<file path="config.mk">
export PLATFORM = sky130hd
export DESIGN_NAME = fetch_queue_unit
export DESIGN_NICKNAME = d
export VERILOG_FILES = /design/src/rtl/fetch_queue_unit.sv
export SDC_FILE = /design/constraint.sdc
export NUM_CORES = 1
export LEC_CHECK = 0
export ABC_AREA = 1
export CAP_MARGIN = 40
export CORE_AREA = 2 2 131 165
export DETAILED_ROUTE_END_ITERATION = 8
export DIE_AREA = 0 0 133 167
export PLACE_DENSITY = 0.66
export SYNTH_ARGS = -nofsm -noshare
export SYNTH_HDL_FRONTEND = slang
export SYNTH_SLANG_ARGS = --single-unit
</file>
<file path="constraint.sdc">
create_clock -name clk -period 15.1 [get_ports clk]
set_clock_uncertainty 0.15 [all_clocks]
set_input_delay 2.265 -clock clk [delete_from_list [all_inputs] [get_ports clk]]
set_output_delay 2.265 -clock clk [all_outputs]
set_load 0.005 [all_outputs]
</file>
<file path="src/rtl/fetch_queue_unit.sv">
// fetch_queue_unit: PC owner and registered instruction queue between the ROM and decode.
// Optional FETCH_PERF_CNT_EN adds Perf_Fetched/Perf_Flushed counters.
module fetch_queue_unit #(
  parameter logic [31:0] RESET_PC = 32'h0000_0000,
  parameter int QDEPTH = 2
) (
  input  logic        clk,
  input  logic        rst_n,
  output logic [31:0] Imem_Addr,
  input  logic [31:0] Imem_Data,
  input  logic        Redirect_Valid,
  input  logic [31:0] Redirect_PC,
  output logic        Instr_Valid,
  input  logic        Instr_Ready,
  output logic [31:0] Instr,
  output logic [31:0] Instr_PC,
  output logic [31:0] Instr_PCPlus4
`ifdef FETCH_PERF_CNT_EN
  ,
  output logic [31:0] Perf_Fetched,
  output logic [31:0] Perf_Flushed
`endif
);
  localparam int AW = (QDEPTH > 1) ? $clog2(QDEPTH) : 1;
  localparam int CW = $clog2(QDEPTH + 1);
  logic [31:0] pc;
  logic [31:0] q_instr [QDEPTH];
  logic [31:0] q_pc [QDEPTH];
  logic [AW-1:0] rd_ptr, wr_ptr;
  logic [CW-1:0] count;
  logic pop, push;
  assign Imem_Addr = pc;
  assign Instr_Valid = count != '0;
  assign pop = Instr_Valid & Instr_Ready;
  assign push = ~Redirect_Valid & ((count < CW'(QDEPTH)) | pop);
  assign Instr = Instr_Valid ? q_instr[rd_ptr] : '0;
  assign Instr_PC = Instr_Valid ? q_pc[rd_ptr] : '0;
  assign Instr_PCPlus4 = Instr_PC + 32'd4;
  always_ff @(posedge clk) begin
    if (!rst_n) begin
      pc <= RESET_PC;
      count <= '0;
      rd_ptr <= '0;
      wr_ptr <= '0;
    end else if (Redirect_Valid) begin
      pc <= {Redirect_PC[31:2], 2'b00};
      count <= '0;
      rd_ptr <= '0;
      wr_ptr <= '0;
    end else begin
      // pointers wrap naturally because QDEPTH is a power of two
      pc <= push ? pc + 32'd4 : pc;
      count <= count + CW'(push) - CW'(pop);
      rd_ptr <= pop ? rd_ptr + AW'(1) : rd_ptr;
      wr_ptr <= push ? wr_ptr + AW'(1) : wr_ptr;
    end
  end
  always_ff @(posedge clk) begin
    if (rst_n && push) begin
      q_instr[wr_ptr] <= Imem_Data;
      q_pc[wr_ptr] <= pc;
    end
  end
`ifdef FETCH_PERF_CNT_EN
  always_ff @(posedge clk) begin
    if (!rst_n) begin
      Perf_Fetched <= '0;
      Perf_Flushed <= '0;
    end else begin
      Perf_Fetched <= push ? Perf_Fetched + 32'd1 : Perf_Fetched;
      Perf_Flushed <= Redirect_Valid ? Perf_Flushed + 32'(count) - 32'(pop) : Perf_Flushed;
    end
  end
`endif
endmodule

</file>
# Yosys cells after proc, flatten, opt, wreduce, memory -nomap -nowiden
# Memory sizes are Yosys's and may differ from the RTL's. A register that Yosys moved wholly into a read port is not among the register bits.
# Index checks and enable logic that the tools add are counted.
[word_totals] ff_bits=36 latch_bits=0 ramBits=128 romBits=0 elab_cells=33 n_memories=2
[op_classes] n_addsub=6 mul=0 div_mod_pow=0 n_lt_le_gt_ge=1 n_eq_ne=0 n_shift=0 muxes=10 bitwise_logic=5 reduce_logical=4
[memory_table] memory="q_instr" depth=2 width=32 read_ports=1 rd_clocked_by_memory_dff=1 wr=1 line="27" text="logic [31:0] q_instr [QDEPTH];"
[memory_table] memory="q_pc" depth=2 width=32 read_ports=1 rd_clocked_by_memory_dff=1 wr=1 line="28" text="logic [31:0] q_pc [QDEPTH];"
[op_table] cell="32-bit two-way mux" count=4
[op_table] cell="32-bit by 3-bit adder with 32-bit output, second input constant" count=2
[op_table] cell="1-bit two-way mux" count=6
[op_table] cell="2-bit nonzero test" count=2
[op_table] cell="1-bit adder, second input constant" count=2
[op_table] cell="2-bit by 1-bit adder with 2-bit output" count=1
[op_table] cell="1-bit AND" count=2
[op_table] cell="2-bit less-than comparator, second input constant" count=1
[op_table] cell="1-bit inverter" count=2
[op_table] cell="2-bit OR reduction" count=1
[op_table] cell="2-bit by 1-bit subtractor with 2-bit output" count=1
[op_table] cell="1-bit logical AND" count=1
[op_table] cell="1-bit bitwise OR" count=1

# Logic depth before layout (Yosys ltp)
# Gate-level depths: netlist of the first run.
[logic_depth] word_depth=7 depth_mapped=14

# Worst setup path before layout of the first run
# Ideal clock, no wire load.
[synth_timing] path_type="input to register" from="in Redirect_Valid" to="mem q_instr[0][0], enable pin" setup_time_ns=0.558 arrival_ns=6.886 t_required_ns=14.392 path_slack_ns=7.506 stages=4 n_path_buf=1 cell_sequence="buf_2 -> clkinv_1 -> nand2_2 -> nor3_1"
[synth_via] elab_chain_len=5
[synth_rtl] item="start, declared" line="11" text="input logic Redirect_Valid,"
[synth_rtl] item="1-bit inverter" line="35" text="assign push = ~Redirect_Valid & ((count < CW'(QDEPTH)) | pop);"
[synth_rtl] item="1-bit AND" line="35"
[synth_rtl] item="1-bit logical AND" line="59" text="if (rst_n && push) begin"
[synth_rtl] item="1-bit two-way mux" line="59"
[synth_rtl] item="1-bit two-way mux (implied by the code)" line="60" text="q_instr[wr_ptr] <= Imem_Data;"
[synth_rtl] item="end, declared" line="27"
# Every way passes these cells.

==> impl_metrics.toml, run 1 <==
[finish]
areaGrowthSynthToFinish_pct = 33.2
diodes = 0
drive_above_1_share_pct = 8.95
final-seq-area_um2 = 4430
final_util_pct = 52.6
fin_cells = 1414
multiInputGateArea_um2 = 3150
nets = 1199
nFillCells = 1887

[setup_path]
worstPathRequired_ns = 12.69
worstSetupStartpointType = "flop"
endpoint_kind = "primary output"
worstSetupPathType = "flop to primary output"
cp_max_fo = 62
crit_arrival_ns = 3.30
reg2reg_depth = 8

[yosys]
synth_commonest_cells = "nand2_1 (324), edfxtp_1 (124), nor2_1 (81)"
synthFlopType = "edfxtp_1"
yosysTopAreaCell = "edfxtp_1"
yosysTopAreaCellShare_pct = 45.8
ys_ff_latch = 159
ys_types = 41
ys_seq_area_share_pct = 54.4
synth_area_um2 = 8130
synth_cells = 945
synth_most_common_cell = "nand2_1"
synth_async_sr_flop_share_pct = 0
synth_area_per_cell_um2 = 8.60
synth.area.top_cells = "edfxtp_1 (46%), nand2_1 (15%), dfxtp_1 (8.6%)"
synth-edff-count = 124
yosys_warnings = 0

[clocking]
hold_buffers = 0
cts_buffer_depth = 2
cts_resized = 0
cts_tree = "done"
path_clk_slew_ns = 0.06
clockRootBuffer = "clkbuf_16"
cts_buffers = 17
clk_latency_ns = 0.41
postCtsSetupBuffers = 0
h-tree-depth = 4
numClockSinks = 159

[grt]
grt_max_degree = 63
track_usage_pct = 19.7
antenna_found_initial = 0
grt_pass1_vias = 6582
grt-ovfl-total = 0
grt_pass1_wl_um = 34300

[sta]
hold_slack_ns = 0.306
finalHoldViolations = 0
final_max_slew_viol_count = 0
min_period_over_period_pct = 37.8
slew_headroom_pct = 43.3
fin_crit_ns = 5.71
setup_viol = 0
worstMarginPinSlew_ns = 0.851
timing.fmax_ghz = 0.175
setup_tns_ns = 0
rsz0062_at_grt = "false"

[placement]
numPortBuffers = 188
place_congestion = 0.914
hpwl_um = 15800
dp_cells = 1382

[run_status]
outcome = "finished clean"

[route]
drtPass1Iterations = 5
drt_iter0_markers = 500
wirelength_um = 22000
avgRoutedWirePerCell_um = 15.6
drc = 0
viasPerCell = 4.89
ant_nets = 0
vias = 6916

[power_and_ir_drop]
worst_ir_drop_vdd_mv = 0.0614
p_per_area_nw_per_um2 = 98.5
leakage_nw = 4.14

[floorplanning]
core_area_um2 = 20600
row_count = 59
ioPinCount = 197
die_width_um = 133
die_h_um = 167
start_util_pct = 39.5
dieArea_um2 = 22200

[min_path]
holdPathStages = 1
hold_path.class = "flop to flop"

[job]
cap_violations = 0
==> cell type report <==
cell class              count  share of cell area [%]
clock buffers              17                    3.93
clock inverters            15                    1.72
inverters                  90                    3.19
multi-input cells         665                    29.1
flip-flops and latches    159                    40.9
well taps                 274                    3.17
repair buffers            194                    18.0
==> final timing paths <==
path	from	end	slack, ns
max	flop	Instr_PCPlus4[16]	9.39
min	rd_ptr	flop	0.31
max reg2reg	count[1]	count[1]	12.67
min reg2reg	rd_ptr	flop	0.31
==> through the flow <==
step / area, um^2 / worst slack [ns] / power (mW)
3_3_place_gp: 10200 / 9.21 / 0.638
6_report: 10800 / 9.39 / 1.07
2_1_floorplan: 8150 / 7.51 / 0.569
3_5_place_dp: 10200 / 9.81 / 0.641
5_1_grt: 10800 / 9.15 / 1.11
4_1_cts: 10800 / 9.36 / 1.07
==> where the power goes <==
part	total (mW)	internal (mW)	switching, mW
sequential	0.505	0.490	0.0152
clock	0.436	0.239	0.197
combinational	0.125	0.0640	0.0611
total	1.07	0.793	0.273
==> state kept, by name, indices dropped and copies added, names as in the netlist, named ones only <==
name       count
q_instr       64
q_pc          60
Imem_Addr     30
count          2
rd_ptr         1
wr_ptr         1
==> layer usage <==
layer | GRT usage [%] | routed length, um
met1 | 24.8 | 9330
met4 | 6.22 | 551
met2 | 34.2 | 10900
met5 | 0 | 0
met3 | 3.71 | 1190
==> cells by family after synthesis <==
| group | share of synthesized area, % |
|---|---|
| AOI/OAI and AO/OA | 7.53 |
| xor gates and xnor gates | 2.37 |
| adders and majority gates | 0.616 |
| buffers and inverters | 7.17 |
| DFF | 54.4 |
| other | 0.0461 |
| and+or+nand+nor | 27.9 |
==> worst max-delay path, cell delays in order, from the launching register on <==
cell and delay [ns]:
dfxtp_2 0.35, buf_4 0.56, nor2_1 0.11, nor2_1 0.14, o21ai_2 0.11, inv_1 0.13, ha_1 0.31, nand2_4 0.15
nor2_2 0.21, nand2_1 0.10, xor2_1 0.17, clkdlybuf4s50_1 0.52
==> cell usage in the layout (no fill, tap or decap), drive strengths merged, types with 2 or more instances in the layout <==
cell / netlist / final
xor2: 19 / 19
a31oi: 6 / 6
o211ai: 2 / 2
buf: 24 / 6
clkinv: 3 / 7
nand2: 341 / 341
clkdlybuf4s50: 0 / 188
conb: 1 / 6
o21ai: 13 / 13
ha: 4 / 4
a22oi: 15 / 15
nor2: 103 / 103
edfxtp: 124 / 124
clkbuf: 12 / 17
dfxtp: 35 / 35
o21bai: 3 / 3
o221ai: 4 / 4
inv: 87 / 96
nor3: 4 / 4
nand3: 62 / 62
a21oi: 61 / 61
xnor2: 3 / 3
nand4: 12 / 12
nand3b: 3 / 3
No activity file was read; power rests on OpenSTA's default activity.
==> run 2, diff against run 1 <==
--- a/config.mk
+++ b/config.mk
@@ -10,7 +10,7 @@
 export CORE_AREA = 2 2 131 165
 export DETAILED_ROUTE_END_ITERATION = 8
 export DIE_AREA = 0 0 133 167
-export PLACE_DENSITY = 0.66
+export PLACE_DENSITY = 0.68
 export SYNTH_ARGS = -nofsm -noshare
 export SYNTH_HDL_FRONTEND = slang
 export SYNTH_SLANG_ARGS = --single-unit
==> constraint.sdc (replaced) <==
create_clock -name clk -period 4.9 [get_ports clk]
set_clock_uncertainty 0.15 [all_clocks]
set_input_delay 0.735 -clock clk [delete_from_list [all_inputs] [get_ports clk]]
set_output_delay 0.735 -clock clk [all_outputs]
set_load 0.005 [all_outputs]
==> run 2 against run 1 <==
Effect of this change:
- power increased to 3.1 times the previous value
- worst setup slack got worse by 8.5 ns
- register-to-register slack got worse by 10 ns
- critical path depth unchanged
- combinational power increased to 3.1 times the previous value
- flip-flop and latch count unchanged
- routed wire length about the same
- count of clock-buffer cells in the layout increased by 1
- global-route usage decreased by 0.23 points
- hold slack got worse by 0.0013 ns
- largest cell class unchanged
==> impl_metrics.toml, run 2 (synthesized netlist as in run 1, its figures left out) <==
[sta]
worstMarginPinSlew_ns = 0.853
slew_headroom_pct = 43.1
rsz0062_at_grt = "false"
final_max_slew_viol_count = 0
timing.fmax_ghz = 0.246
setup_viol = 0
min_period_over_period_pct = 82.9
hold_slack_ns = 0.305
finalHoldViolations = 0
setup_tns_ns = 0
fin_crit_ns = 4.06

[setup_path]
cp_max_fo = 62
crit_arrival_ns = 3.18
reg2reg_slack_ns = 2.52
endpoint_kind = "primary output"
worstSetupPathType = "flop to primary output"
worstSetupStartpointType = "flop"
r2r-end = "Imem_Addr[24]"
reg2reg_from = "Imem_Addr[2]"
critical_path.max_stage_delay_ns = 0.55
critPathMostFrequentCell = "nor2_1"
path_cells = "buf_4, nor2_1, nor2_1, o21ai_2, inv_1, ha_1, nand2_4, nor2_2, nand2_1, xor2_1, clkdlybuf4s50_1"
worst_path_dominant_cell_family = "buffers and inverters"
worstPathRequired_ns = 4.01
path_buf_inv = 3
reg2reg_depth = 10
critical_path.slowest_cell = "buf_4"

[clocking]
postCtsSetupBuffers = 0
clk_latency_ns = 0.42
numClockSinks = 159
cts_resized = 0
path_clk_slew_ns = 0.06
cts_buffers = 17
h-tree-depth = 4
hold_buffers = 0
cts_buffer_depth = 2
clockRootBuffer = "clkbuf_16"
cts_tree = "done"

[finish]
final_util_pct = 52.4
nFillCells = 1860
largest_register_ffs = 64
most-common-layout-cells = "nand2_1 (324), clkdlybuf4s50_1 (188), edfxtp_1 (124)"
multiInputGateArea_um2 = 3150
layout_commonest_cell = "nand2_1"
final-seq-area_um2 = 4430
largest-register = "q_instr"
drive_above_1_share_pct = 8.78
areaGrowthSynthToFinish_pct = 32.8
nets = 1199
diodes = 0

[placement]
place_congestion = 0.867
numPortBuffers = 188
hpwl_um = 15800

[power_and_ir_drop]
p_switching_uw = 779
leakage_nw = 4.13
share_comb_of_total_power_pct = 11.7
worst_ir_drop_vdd_mv = 0.234
switching_share_pct = 23.6
intPower_mw = 2.52
p_per_area_nw_per_um2 = 305
p_seq_share_pct = 47.3
clkPwrFrac_pct = 41.0

[route]
viasPerCell = 4.90
vias = 6928
avgRoutedWirePerCell_um = 15.6
ant_nets = 0
drc = 0
wirelength_um = 22000
drtPass1Iterations = 5
drt_iter0_markers = 461

[floorplanning]
row_count = 59
core_area_um2 = 20600
start_util_pct = 39.5
ioPinCount = 197
die_h_um = 167
dieArea_um2 = 22200
die_width_um = 133

[grt]
grt_max_degree = 63
grt_pass1_vias = 6364
grt_pass1_wl_um = 33500
grt-ovfl-total = 0
grt_util_met3_pct = 3.38
track_usage_pct = 19.5
busiest_layer = "met2"
use_met1_pct = 24.4
antenna_found_initial = 0
use_met2_pct = 34.3

[min_path]
holdPathStages = 1
min_to = "rd_ptr"
hold_path.class = "flop to flop"
holdCritStartpoint = "rd_ptr"

[run_status]
outcome = "finished clean"

[job]
cap_violations = 0
## run 2: changes by cell type in the layout (fill, tap and decap cells not counted), moves of 2 or more
cell	change
buf_4	+2
bufinv_16	+2
clkinv_4	+3
clkinv_8	-3
inv_8	-4
## run 2: worst register-to-register path, delay by kind of cell (launching register included)
family / cells / cell delay (ns)
AND/OR/NAND/NOR: 8 / 1.26
AO/OA/AOI/OAI: 1 / 0.08
adder cells (fa/ha/maj): 1 / 0.23
flip-flops: 1 / 0.52
## run 2: per-layer routing
layer  part of all wire (%)  routed length [um]
met1                     42                9300
met2                     51               11200
met3                    5.1                1120
met4                    1.9                 423
met5                      0                   0
## run 2: stage by stage
step	setup slack, ns	total power [mW]	area (um^2)	instances
after floorplan	-1.16	1.75	8150	950
after global placement	1.28	1.97	10200	1382
after detailed placement	1.23	1.97	10200	1382
after CTS	0.781	3.32	10800	1413
after global routing	0.614	3.42	10800	1413
final	0.839	3.30	10800	1413
## run 2: how the worst max path moves through the flow
stage | start | endpoint | slack, ns | cells past startpoint
floorplan | Redirect_Valid | q_instr[0][0] | -1.16 | 4
global placement | flop | Instr_PCPlus4[28] | 1.28 | 11
detailed placement | flop | Instr_PCPlus4[28] | 1.23 | 11
CTS | flop | Instr_PCPlus4[28] | 0.78 | 11
global route | flop | Instr_PCPlus4[18] | 0.61 | 11
finish | flop | Instr_PCPlus4[16] | 0.84 | 11
## run 2: final cells by class
class | count | area share (%)
Sequential cell | 159 | 41.0
Multi-Input combinational cell | 665 | 29.2
Timing Repair Buffer | 194 | 17.8
Clock buffer | 18 | 3.97
Inverter | 90 | 3.20
Tap cell | 274 | 3.17
Clock inverter | 13 | 1.66
## run 2: power by group through the flow
stage / Combinational, mW / Clock [mW] / Sequential [mW]
global route: 0.422 / 1.43 / 1.56
finish: 0.386 / 1.35 / 1.56
detailed placement: 0.388 / 0 / 1.59
global placement: 0.383 / 0 / 1.58
floorplan: 0.179 / 0 / 1.57
CTS: 0.390 / 1.37 / 1.56
==> run 3, diff against run 2 <==
--- a/config.mk
+++ b/config.mk
@@ -10,7 +10,7 @@
 export CORE_AREA = 2 2 131 165
 export DETAILED_ROUTE_END_ITERATION = 8
 export DIE_AREA = 0 0 133 167
-export PLACE_DENSITY = 0.68
+export PLACE_DENSITY = 0.66
 export SYNTH_ARGS = -nofsm -noshare
 export SYNTH_HDL_FRONTEND = slang
 export SYNTH_SLANG_ARGS = --single-unit
==> constraint.sdc (replaced) <==
create_clock -name clk -period 4.15 [get_ports clk]
set_clock_uncertainty 0.15 [all_clocks]
set_input_delay 0.6225 -clock clk [delete_from_list [all_inputs] [get_ports clk]]
set_output_delay 0.6225 -clock clk [all_outputs]
set_load 0.005 [all_outputs]
==> run 3 against run 2 <==
Effect of this change:
- sequential power up 18%
- via count shrank 0.30%
- highest routed layer unchanged
- register-to-register slack got worse by 0.65 ns
- flip-flop and latch count stayed put
- critical endpoint unchanged
- combinational power is 17% higher
- core utilization is 0.061 points higher
- global-route usage increased by 0.10 points
- largest cell class unchanged
==> impl_metrics.toml, run 3 (synthesized netlist as in run 1, its figures left out) <==
[clocking]
cts_tree = "done"
numClockSinks = 159
cts_buffers = 17
cts_buffer_depth = 2
path_clk_slew_ns = 0.06
clk_latency_ns = 0.42
clockRootBuffer = "clkbuf_16"
h-tree-depth = 4

[floorplanning]
die_width_um = 133
row_count = 59
start_util_pct = 39.5
die_h_um = 167
dieArea_um2 = 22200
core_area_um2 = 20600
ioPinCount = 197

[route]
ant_nets = 0
drc = 0
vias = 6907
avgRoutedWirePerCell_um = 15.3
drt_iter0_markers = 510
wirelength_um = 21600
drtPass1Iterations = 6
viasPerCell = 4.88

[sta]
rsz0062_at_grt = "false"
final_max_slew_viol_count = 0
min_period_over_period_pct = 90.8
fin_crit_ns = 3.77
worstMarginPinSlew_ns = 0.778
slew_headroom_pct = 48.1
finalHoldViolations = 0
setup_viol = 0
timing.fmax_ghz = 0.265

[power_and_ir_drop]
worst_ir_drop_vdd_mv = 0.228
leakage_nw = 4.13
p_per_area_nw_per_um2 = 355

[finish]
nFillCells = 1899
diodes = 0
areaGrowthSynthToFinish_pct = 33.0
drive_above_1_share_pct = 9.03
layout_commonest_cell = "nand2_1"
final_util_pct = 52.5
largest-register = "q_instr"
largest_register_ffs = 64
most-common-layout-cells = "nand2_1 (324), clkdlybuf4s50_1 (188), edfxtp_1 (124)"
nets = 1200
fin_cells = 1415

[setup_path]
worstPathRequired_ns = 3.38
cp_max_fo = 51
endpoint_kind = "primary output"
worstSetupStartpointType = "flop"
worstSetupPathType = "flop to primary output"
crit_arrival_ns = 3.00
reg2reg_depth = 8

[placement]
place_congestion = 0.876
dp_cells = 1383
numPortBuffers = 188
hpwl_um = 15700

[grt]
grt-ovfl-total = 0
grt_pass1_vias = 6391
track_usage_pct = 19.6
grt_max_degree = 63
grt_pass1_wl_um = 34100
antenna_found_initial = 0

[min_path]
hold_path.class = "flop to flop"
holdPathStages = 1

[run_status]
outcome = "finished clean"

[job]
cap_violations = 0
==> run 3: path summary, 6_finish.rpt <==
kind                            slack [ns]                end  startpoint
worst max-delay path                  0.38  Instr_PCPlus4[16]        flop
worst max register to register        1.87           count[1]    count[1]
worst min register to register        0.29               flop      rd_ptr
worst min-delay path                  0.29               flop      rd_ptr
==> run 3: layout make-up <==
cell class	instances	area [um^2]	share of cell area [%]
flip-flops and latches	159	4430	41.0
multi-input cells	665	3150	29.1
repair buffers	195	1950	18.0
clock buffers	17	425	3.93
inverters	90	348	3.22
well taps	274	343	3.17
clock inverters	15	170	1.57
==> run 3: timing repair <==
| item | in CTS | in global routing |
|---|---|---|
| gates resized for setup | 0 | 2 |
| hold buffers | 0 | 0 |
| setup endpoints to repair | 0 | 8 |
| buffers inserted | 0 | 0 |
==> run 3: routing by layer <==
| layer | up-vias | GRT usage, % | part of all wire (%) |
|---|---|---|---|
| met5 | - | 0 | 0 |
| met4 | 0 | 6.59 | 2.4 |
| met3 | 29 | 3.93 | 5.8 |
| met2 | 237 | 33.0 | 49 |
| met1 | 3167 | 25.2 | 42 |
| li1 | 3474 | - | - |
==> run 3: power by group <==
group          switching (mW)  internal [mW]
combinational           0.221          0.232
clock                   0.690          0.859
sequential             0.0560           1.78
==> run 3: through the flow <==
stage	setup slack [ns]	power (mW)	cell area, um^2	hold WS, ns	TNS, ns
global route	0.0688	3.99	10800	0.323	0
finish	0.382	3.84	10800	0.294	0
floorplan	-1.80	2.07	8150	0.275	-223.45
global placement	0.550	2.32	10200	0.282	0
detailed placement	0.547	2.33	10200	0.288	0
CTS	0.102	3.87	10800	0.297	0
==> run 3: critical path, stage by stage, from the launching register on <==
cell and delay, ns:
dfxtp_4 0.47, buf_12 0.27, nor2_1 0.08, nor2_1 0.11
o21ai_2 0.10, inv_1 0.13, ha_1 0.32, nand2_4 0.14
nor2_2 0.21, nand2_1 0.10, xor2_1 0.13, clkdlybuf4s50_1 0.52
